File: src/rtl/rf_write_arbiter.sv
// rf_write_arbiter: shares the register file's single write port between
// requester A (ALU writeback) and requester B (load writeback), and keeps a
// per-register busy scoreboard used by the decoder for RAW/WAW stalls.
//
// Configuration macro: RFARB_FIXED_PRIO_EN
//   undefined (default): round-robin between A and B, A favoured after reset
//   defined            : B has strict priority whenever both are valid
//
// Ports:
//   clk, rst_n                    clock, synchronous active-low reset
//   rsv_valid, rsv_reg            decoder reservation of a destination register
//   chk_src1, chk_src2, chk_dst   registers of the instruction in decode
//   hazard                        combinational stall request
//   a_valid/a_reg/a_data/a_ready  requester A write handshake (ready is comb)
//   b_valid/b_reg/b_data/b_ready  requester B write handshake (ready is comb)
//   rf_WriteReg/rf_DstReg/rf_DstData  registered register-file write port
//   busy_vec                      scoreboard, bit r = write outstanding to r
module rf_write_arbiter #(
  parameter int unsigned NUM_REGS = 16,
  parameter int unsigned ADDR_W   = 4,
  parameter int unsigned DATA_W   = 16
) (
  input  logic                clk,
  input  logic                rst_n,
  input  logic                rsv_valid,
  input  logic [ADDR_W-1:0]   rsv_reg,
  input  logic [ADDR_W-1:0]   chk_src1,
  input  logic [ADDR_W-1:0]   chk_src2,
  input  logic [ADDR_W-1:0]   chk_dst,
  output logic                hazard,
  input  logic                a_valid,
  input  logic [ADDR_W-1:0]   a_reg,
  input  logic [DATA_W-1:0]   a_data,
  output logic                a_ready,
  input  logic                b_valid,
  input  logic [ADDR_W-1:0]   b_reg,
  input  logic [DATA_W-1:0]   b_data,
  output logic                b_ready,
  output logic                rf_WriteReg,
  output logic [ADDR_W-1:0]   rf_DstReg,
  output logic [DATA_W-1:0]   rf_DstData,
  output logic [NUM_REGS-1:0] busy_vec
);

  logic                grant_a;
  logic                grant_b;
  logic                xfer;
  logic [ADDR_W-1:0]   xfer_reg;

  logic                wr_en_q,    wr_en_d;
  logic [ADDR_W-1:0]   dst_reg_q,  dst_reg_d;
  logic [DATA_W-1:0]   dst_data_q, dst_data_d;
  logic [NUM_REGS-1:0] busy_q,     busy_d;

`ifdef RFARB_FIXED_PRIO_EN
  // Fixed priority: B wins every contention; no pointer state exists.
  always_comb begin
    grant_a = 1'b0;
    grant_b = 1'b0;
    if (rst_n) begin
      grant_b = b_valid;
      grant_a = a_valid && !b_valid;
    end
  end
`else
  typedef enum logic {
    FAV_A = 1'b0,
    FAV_B = 1'b1
  } rr_state_e;

  rr_state_e ptr_q, ptr_d;

  // Round-robin pointer register.
  always_ff @(posedge clk) begin
    if (!rst_n) begin
      ptr_q <= FAV_A;
    end else begin
      ptr_q <= ptr_d;
    end
  end

  // Grant selection and pointer advance; grants are suppressed during reset.
  always_comb begin
    grant_a = 1'b0;
    grant_b = 1'b0;
    ptr_d   = ptr_q;
    if (rst_n) begin
      if (a_valid && b_valid) begin
        if (ptr_q == FAV_B) begin
          grant_b = 1'b1;
        end else begin
          grant_a = 1'b1;
        end
      end else begin
        grant_a = a_valid;
        grant_b = b_valid;
      end
    end
    if (grant_a) begin
      ptr_d = FAV_B;
    end else if (grant_b) begin
      ptr_d = FAV_A;
    end
  end
`endif

  assign a_ready  = grant_a;
  assign b_ready  = grant_b;
  assign xfer     = grant_a || grant_b;
  assign xfer_reg = grant_a ? a_reg : b_reg;

  // Write port next state: load on transfer, R0 writes never enable the RF.
  always_comb begin
    wr_en_d    = 1'b0;
    dst_reg_d  = dst_reg_q;
    dst_data_d = dst_data_q;
    if (grant_a) begin
      dst_reg_d  = a_reg;
      dst_data_d = a_data;
      wr_en_d    = (a_reg != '0);
    end else if (grant_b) begin
      dst_reg_d  = b_reg;
      dst_data_d = b_data;
      wr_en_d    = (b_reg != '0);
    end
  end

  // Scoreboard next state: clear on completing transfer, then set so a
  // younger reservation of the same register wins.
  always_comb begin
    busy_d = busy_q;
    if (xfer) begin
      busy_d[xfer_reg] = 1'b0;
    end
    if (rsv_valid) begin
      busy_d[rsv_reg] = 1'b1;
    end
    busy_d[0] = 1'b0;
  end

  // State registers; reset drops any write in flight.
  always_ff @(posedge clk) begin
    if (!rst_n) begin
      wr_en_q    <= 1'b0;
      dst_reg_q  <= '0;
      dst_data_q <= '0;
      busy_q     <= '0;
    end else begin
      wr_en_q    <= wr_en_d;
      dst_reg_q  <= dst_reg_d;
      dst_data_q <= dst_data_d;
      busy_q     <= busy_d;
    end
  end

  // busy_q[0] is always zero, so R0 never raises a hazard.
  assign hazard      = busy_q[chk_src1] | busy_q[chk_src2] | busy_q[chk_dst];

  assign rf_WriteReg = wr_en_q;
  assign rf_DstReg   = dst_reg_q;
  assign rf_DstData  = dst_data_q;
  assign busy_vec    = busy_q;

endmodule

File: config.mk
export PLATFORM = sky130hd
export DESIGN_NAME = rf_write_arbiter
export DESIGN_NICKNAME = d
export VERILOG_FILES = /design/src/rtl/rf_write_arbiter.sv
export SDC_FILE = /design/constraint.sdc
export NUM_CORES = 1
export LEC_CHECK = 0
export BUFFER_PORTS_ARGS = -buffer_cell sky130_fd_sc_hd__buf_2
export CAP_MARGIN = 20
export CORE_ASPECT_RATIO = 2
export CORE_MARGIN = 2
export CORE_UTILIZATION = 30
export DETAILED_ROUTE_END_ITERATION = 16
export RECOVER_POWER = 25
export SYNTH_ARGS = -nofsm -noshare
export SYNTH_HDL_FRONTEND = slang
export SYNTH_SLANG_ARGS = --single-unit
File: constraint.sdc
create_clock -name clk -period 1.6 [get_ports clk]
set_input_delay 0.08 -clock clk [delete_from_list [all_inputs] [get_ports clk]]
set_output_delay 0.08 -clock clk [all_outputs]
set_load 0.005 [all_outputs]
Yosys cells after proc, flatten, opt, wreduce, memory -nomap -nowiden

Index checks and enable logic that the tools add are counted.

Reduce and logical (&&, ||, !) cells: 7
Bitwise logic cells: 5
Muxes and demuxes: 27
Order comparisons: 7

Operators with widths:

| kind                                                              | count |
|---|---|
| two-way mux 16 bit                                                | 4 |
| < comparator 4 x 5 -> 1 bit, second input constant                | 5 |
| bitwise AND 16 bit                                                | 1 |
| NOT 16 bit                                                        | 1 |
| bitwise OR 16 bit                                                 | 1 |
| two-way mux 1 bit                                                 | 15 |
| binary-select mux 1 bit (select 4 bit)                            | 3 |
| two-way mux 4 bit                                                 | 3 |
| demux 1 bit (select 4 bit)                                        | 2 |
| greater-or-equal comparator 4 x 1 -> 1 bit, second input constant | 2 |
| nonzero test 4 bit                                                | 2 |
| logical AND 1 bit                                                 | 3 |
| bitwise OR 1 bit                                                  | 2 |
| nonzero test 2 bit                                                | 1 |
| logical OR 1 bit                                                  | 1 |

Input port bits: 61
Register bits: 38
Word-level logic and storage cells: 52
Output and inout bits: 40

Longest topological paths before layout

Gate-level depths: netlist of run 1.

Depth in word-level cells: 13
Mapped depth: 7
Gate-level depth less buffers: 5

Worst setup path after synthesis of run 1

Ideal clock, no wire load.

Path type: flip-flop to output port
Start point: reg busy_q[15], in the netlist busy_vec[15]
End point: out hazard
Path buffers: 0
Required time: 1,520 ps
Arrival: 1,540 ps
Stages on the path, launching flop included: 5
Path slack: -20 ps
Cells stage by stage: dfxtp_1 mux4_2 a32oi_1 nand4_1 or4_1

Longest elaborated chain between the ends: 4
Elaborated cells between the ends (all ways): 8
Those cells by class: 6 x mux; 2 x bitwise

Ends and longest elaborated chain:

| what                                    | line | RTL |
|---|---|---|
| start, declared                         | 53   | `logic [NUM_REGS-1:0] busy_q, busy_d;` |
| start signal, assigned                  | 152  | `busy_q <= busy_d;` |
| binary-select mux 1 bit (select 4 bit)  | 157  | `assign hazard = busy_q[chk_src1] \| busy_q[chk_src2] \| busy_q[chk_dst];` |
| two-way mux 1 bit (implied by the code) | 157  |  |
| bitwise OR 1 bit                        | 157  |  |
| bitwise OR 1 bit (*)                    | 157  |  |
| end, declared                           | 30   | `output logic hazard,` |

Every way passes the cells marked *; elsewhere a longest branch is shown, timed or not. The select of a mux whose other input is x is not followed.

Worst setup path after layout of run 1

Ends and elaborated chain as after synthesis.

==> qor.json, run 1 <==
{
  "run_status": "finished, violations left",
  "failed_checks": "negative setup slack",
  "drv_cap": 0,
  "setup_viol": 1,
  "num_rows": 45,
  "rsz0062_at_grt": "true",
  "drt_iter0_markers": 63,
  "timing.critical_path.from": "busy_vec[15]$_SDFF_PN0_",
  "r2r_start": "ptr_q$_SDFFE_PN0N_",
  "global_route.usage.met3": 0.0341,
  "areaGrowthSynthToFinish_pct": 39.8,
  "cellLeakagePower_uw": 0.00145,
  "synthArstFlopShare": 0,
  "first_global_vias": 2497,
  "critPathRequiredTime_ns": 1.52,
  "cts.path.max_buffers": 2,
  "tritoncts.num_buffers": 5,
  "route.antenna.remaining_nets": 0,
  "worstPathArrival_ns": 2.00,
  "hold_startpoint": "a_data[8]",
  "ir_drop_v": 0.000825,
  "met1_usage": 0.174,
  "hold_violations": 0,
  "synth_enable_flop_cells": 0,
  "synth_area_leader_cell": "dfxtp_1",
  "routabilityCongestion": 0.830,
  "clock_tree.root_cell": "clkbuf_16",
  "critPathLaunchType": "flop",
  "post_route_cells_drive_above_1_share": 0.375,
  "total_nets_after_synthesis": 341,
  "fillerInstances": 810,
  "worst_r2r_path_depth": 6,
  "fin_crit_sh": 1.30,
  "busiest_layer": "met2",
  "syn_area_per_cell_um2": 8.31,
  "ctsHoldBuffers": 0,
  "yosysMostFrequentCell": "dfxtp_1",
  "multiInputGateArea_mm2": 0.00147,
  "globalRoute.totalOverflow": 0,
  "drt_pre_antenna_iters": 4,
  "total_power_uw": 2510,
  "detailroute.via_count": 2607,
  "synth_top_area_frac": 0.318,
  "criticalPathCategory": "reg2out",
  "layout.nets": 458,
  "timing.rr.end": "busy_vec[1]$_SDFF_PN0_",
  "diodes": 0,
  "clock_latency_ns": 0.28,
  "die_y_um": 129,
  "numClockSinks": 37,
  "cts_max_level": 2,
  "buffer_ports.inserted": 99,
  "initial_utilization": 0.308,
  "path_clk_slew_ns": 0.06,
  "grt_max_degree": 27,
  "main_synth_ff_type": "dfxtp_1",
  "viasPerCell": 5.31,
  "min_to": "rf_DstData[8]$_SDFFE_PN0N_",
  "tightest_slew_ns": 0.626,
  "critical_path_peak_fanout": 4,
  "tritoncts": "yes",
  "dieArea_mm2": 0.00852,
  "finalMaxSlewViolations": 0,
  "synth_cells": 280,
  "grt_pass1_wl_um": 11700,
  "yosysUniqueCellTypes": 42,
  "min_path_cells": 3,
  "syn-cell-area_mm2": 0.00233,
  "fmax_mhz": 480,
  "detail_route.drc_violations": 0,
  "detail_route.wl_per_cell_um": 15.5,
  "synth-seq-area-share": 0.318,
  "dp_hpwl_um": 6050,
  "ys_warn_count": 0,
  "yosys_register_bits": 37,
  "min_period_ns": 2.08,
  "grt_antenna_before_repair": 0,
  "netlist_top_cells_count": "dfxtp_1 (37), a21oi_1 (30), nand2_1 (30), nor2_1 (18), nand4_1 (16)",
  "reg2reg_slack_ns": 0.16,
  "max-slew-margin-rel": 0.583,
  "synthTopCellsByArea": "dfxtp_1 (32%), a21oi_1 (6.5%), mux4_2 (5.8%)",
  "die-width_um": 66.3,
  "holdCritPathClass": "in2reg",
  "top_level_ports": 101,
  "ratio_of_total_power_to_cell_area_mw_per_mm2": 772,
  "grt.met2_usage": 0.349,
  "routed_wl_um": 7630,
  "track_usage": 0.178,
  "final-seq-area_um2": 747,
  "clock-skew-final_ns": 0.00540,
  "post-route-util": 0.431,
  "core_mm2": 0.00754,
  "worst_setup_path_end_kind": "primary output",
  "final_critical_path_setup_slack_ns": -0.483
}
-- registers in the layout (all words and copies together) (netlist names) --
| name | cells |
|---|---|
| ptr_q | 1 |
| rf_WriteReg | 1 |
| rf_DstReg | 4 |
| rf_DstData | 16 |
| busy_vec | 15 |
-- metrics by stage --
step / hold slack [ns] / std cells / setup WS, ns / TNS [ns] / instance area [um^2]
after global placement: 0.346 / 483 / -0.116 / -0.116 / 3100
after detailed placement: 0.350 / 483 / -0.148 / -0.148 / 3100
after global routing: 0.0645 / 491 / -0.519 / -0.519 / 3250
after floorplan: 0.234 / 280 / 0.00559 / 0 / 2330
final: 0.0572 / 491 / -0.483 / -0.483 / 3250
after CTS: 0.0509 / 491 / -0.437 / -0.437 / 3260
-- cell type report --
class,instances,share of cell area
Multi-Input combinational cell,212,0.451
Inverter,8,0.00923
Tap cell,94,0.0362
Timing Repair Buffer,133,0.230
Clock buffer,7,0.0439
Sequential cell,37,0.230
-- worst max-delay path: stages (launching register included) --
cell,delay [ns]
dfxtp_2,0.33
mux4_2,0.47
a32oi_2,0.23
nand4_1,0.13
or4_1,0.41
buf_2,0.14
-- cells by family (layout without fill, tap and decap cells) --
family | after synthesis | in the layout | synth area share
AO/OA/AOI/OAI | 91 | 91 | 0.264
multiplexers | 23 | 23 | 0.147
AND/OR/NAND/NOR | 97 | 97 | 0.212
other | 1 | 1 | 0.00161
buffers and inverters | 31 | 148 | 0.0565
flip-flops | 37 | 37 | 0.318
-- routing by layer --
metal / up-vias / wire [um]
met1: 1177 / 2790
met5: - / 0
li1: 1313 / -
met2: 105 / 4270
met3: 12 / 417
met4: 0 / 153
-- power by group --
group          total [uW]  internal [uW]  switching, uW
sequential           1010            979           31.2
combinational         521            235            286
clock                 980            612            368
total                2510           1830            686
-- timing repair --
action / 4_1_cts / 5_1_grt
endpoints found under the setup margin: 1 / 1
pin swaps: 0 / 2
resized for setup: 4 / 1
cloned: 0 / 0
buffers inserted: 1 / 0
-- cells in the final DEF (no fill, tap or decap), types with 2 or more instances in the layout --
master / Yosys / final
nand2b_1: 4 / 4
mux4_2: 6 / 6
a31oi_1: 2 / 2
nand3_1: 9 / 9
nand2_1: 30 / 30
mux4_1: 2 / 2
dfxtp_2: 0 / 5
o41ai_1: 6 / 6
o31ai_1: 9 / 9
buf_2: 3 / 88
nor2_1: 18 / 18
buf_4: 3 / 33
inv_1: 7 / 7
mux2i_1: 11 / 11
clkbuf_1: 11 / 12
and2_1: 2 / 2
mux2_2: 4 / 4
nor2b_1: 7 / 7
dfxtp_1: 37 / 32
a21oi_1: 30 / 30
or4_1: 2 / 2
nand4_1: 16 / 16
o21ai_0: 9 / 9
a221oi_1: 3 / 3
clkbuf_16: 0 / 5
a211oi_1: 14 / 14
a311oi_1: 13 / 13
-- worst max-delay path by stage --
stage / cells after the start / to
6_report: 5 / hazard
4_1_cts: 5 / hazard
5_1_grt: 5 / hazard
3_5_place_dp: 5 / hazard
3_3_place_gp: 5 / hazard
2_1_floorplan: 4 / hazard
(Power assumes the default switching activity.)
==> run 2, diff against run 1 <==
==> constraint.sdc (replaced) <==
create_clock -name clk -period 1.6 [get_ports clk]
set_input_delay 0.24 -clock clk [delete_from_list [all_inputs] [get_ports clk]]
set_output_delay 0.24 -clock clk [all_outputs]
set_load 0.005 [all_outputs]
==> run 2 against run 1 <==
Net effect: the flow still finishes with violations (negative setup slack); critical endpoint unchanged; setup slack got worse by 0.14 ns; critical path type unchanged; hold slack improved by 0.16 ns; clock-buffer cell count did not move.
==> qor.json, run 2 (same netlist as run 1, synthesis figures left out) <==
{
  "initial_utilization": 0.308,
  "rsz0062_at_grt": "true",
  "cts_max_level": 2,
  "min_path_cells": 3,
  "failed_checks": "negative setup slack",
  "dp_hpwl_um": 6180,
  "path_clk_slew_ns": 0.05,
  "post_route_cells_drive_above_1_share": 0.396,
  "max-slew-margin-rel": 0.580,
  "path_delay_family": "simple AND/OR/NAND/NOR gates",
  "timing.critical_path.cells": "mux4_2 -> a32oi_1 -> nand4_1 -> or4_1 -> buf_2",
  "hold_startpoint": "a_data[9]",
  "timing.critical_path.slowest_cell_delay_ns": 0.45,
  "final_critical_path_setup_slack_ns": -0.619,
  "clock_tree.root_cell": "clkbuf_16",
  "reg2reg_slack_ns": 0.01,
  "timing.rr.end": "busy_vec[11]$_SDFF_PN0_",
  "fin_tns_setup_ns": -0.619,
  "tightest_slew_ns": 0.631,
  "routabilityCongestion": 0.811,
  "num_rows": 45,
  "largest_register_ff_count": 16,
  "grt_max_degree": 27,
  "worstPathBufferInverterCount": 1,
  "drv_cap": 0,
  "detailroute.via_count": 2656,
  "detail_route.wl_per_cell_um": 15.7,
  "worst_setup_path_end_kind": "primary output",
  "die_y_um": 129,
  "place_worst_setup_slack_ns": -0.413,
  "ir_drop_v": 0.000606,
  "buffer_ports.inserted": 99,
  "setup_viol": 1,
  "dieArea_mm2": 0.00852,
  "timing.critical_path.from": "busy_vec[15]$_SDFF_PN0_",
  "clock-skew-final_ns": 0.00111,
  "clock_latency_ns": 0.28,
  "die-width_um": 66.3,
  "pwr-share-clk": 0.388,
  "net-switching-power_uw": 693,
  "first_global_vias": 2543,
  "critical_path.slowest_cell": "mux4_2",
  "tritoncts.num_buffers": 5,
  "cts.path.max_buffers": 2,
  "power.internal_uw": 1840,
  "route.antenna.remaining_nets": 0,
  "finalMaxSlewViolations": 0,
  "tritoncts": "yes",
  "comb_power_share": 0.212,
  "mostFrequentLayoutCells": "buf_2 (90), buf_4 (37), dfxtp_1 (31)",
  "detail_route.drc_violations": 0,
  "fmax_mhz": 451,
  "viasPerCell": 5.35,
  "layout.nets": 463,
  "cellLeakagePower_uw": 0.00149,
  "numClockSinks": 37,
  "critPathLaunchType": "flop",
  "core_mm2": 0.00754,
  "run_status": "finished, violations left",
  "diodes": 0,
  "ctsHoldBuffers": 0,
  "post-route-util": 0.438,
  "drt_pre_antenna_iters": 4,
  "criticalPathCategory": "reg2out",
  "power.switching_fraction": 0.274,
  "ratio_of_total_power_to_cell_area_mw_per_mm2": 766,
  "hold_violations": 0,
  "grt_antenna_before_repair": 0,
  "critPathRequiredTime_ns": 1.36,
  "grt_pass1_wl_um": 12400,
  "areaGrowthSynthToFinish_pct": 42.0,
  "power_frac_seq": 0.400,
  "track_usage": 0.188,
  "critical_path_peak_fanout": 4,
  "globalRoute.totalOverflow": 0,
  "top_level_ports": 101,
  "r2r_start": "ptr_q$_SDFFE_PN0N_",
  "worstPathArrival_ns": 1.98,
  "fin_worst_hold_slack_ns": 0.216,
  "holdCritPathClass": "in2reg",
  "mostFrequentLayoutCell": "buf_2",
  "min_to": "rf_DstData[9]$_SDFFE_PN0N_",
  "routed_wl_um": 7800,
  "worst_r2r_path_depth": 5,
  "min_period_ns": 2.22,
  "fin_crit_sh": 1.39,
  "drt_iter0_markers": 75
}
-- run 2: cell count changes in the layout (fill, tap and decap cells not counted), sizes merged --
cell and delta:
clkbuf -1, buf +6
-- run 2: power by group through the flow --
stage,Clock (uW),Sequential [uW],Combinational (uW)
2_1_floorplan,0,1030,256
3_5_place_dp,0,1030,537
5_1_grt,1030,1020,594
4_1_cts,997,1010,542
3_3_place_gp,0,1030,527
6_report,981,1010,535
-- run 2: metrics by stage --
stage	instance area, um^2	total power (uW)	std cells
after floorplan	2340	1290	280
after global placement	3140	1550	487
after detailed placement	3140	1570	487
after CTS	3300	2550	496
after global routing	3300	2640	496
final	3300	2530	496
-- run 2: cell type report --
cell class	count	area (um^2)
timing repair buffer	138	786
inverter	8	30.0
fill	786	4240
multi-input combinational	212	1480
tap	94	118
clock buffer	7	143
sequential	37	748
-- run 2: worst max-delay path by stage --
stage	end	slack, ns	cells past startpoint
final	hazard	-0.62	5
after floorplan	hazard	-0.15	4
after detailed placement	hazard	-0.41	6
after global placement	hazard	-0.38	6
after CTS	hazard	-0.59	5
after global routing	hazard	-0.71	5
-- run 2: layer usage --
metal / wire [um] / GRT usage / vias up
li1: - / - / 1315
met1: 2880 / 0.197 / 1224
met2: 4280 / 0.354 / 102
met3: 434 / 0.0323 / 15
met4: 206 / 0.0840 / 0
met5: 0 / 0 / -
-- run 2: worst min-delay path: cells and delay by family --
family | cells | cell delay (ns)
simple gates | 1 | 0.05
buf+inv | 1 | 0.09
compound gates | 1 | 0.07
-- run 2: repair_timing --
action                     CTS  global route
pin swaps                    1             3
gates resized for setup      3             5
setup endpoints to repair    2             2
buffers inserted             2             0
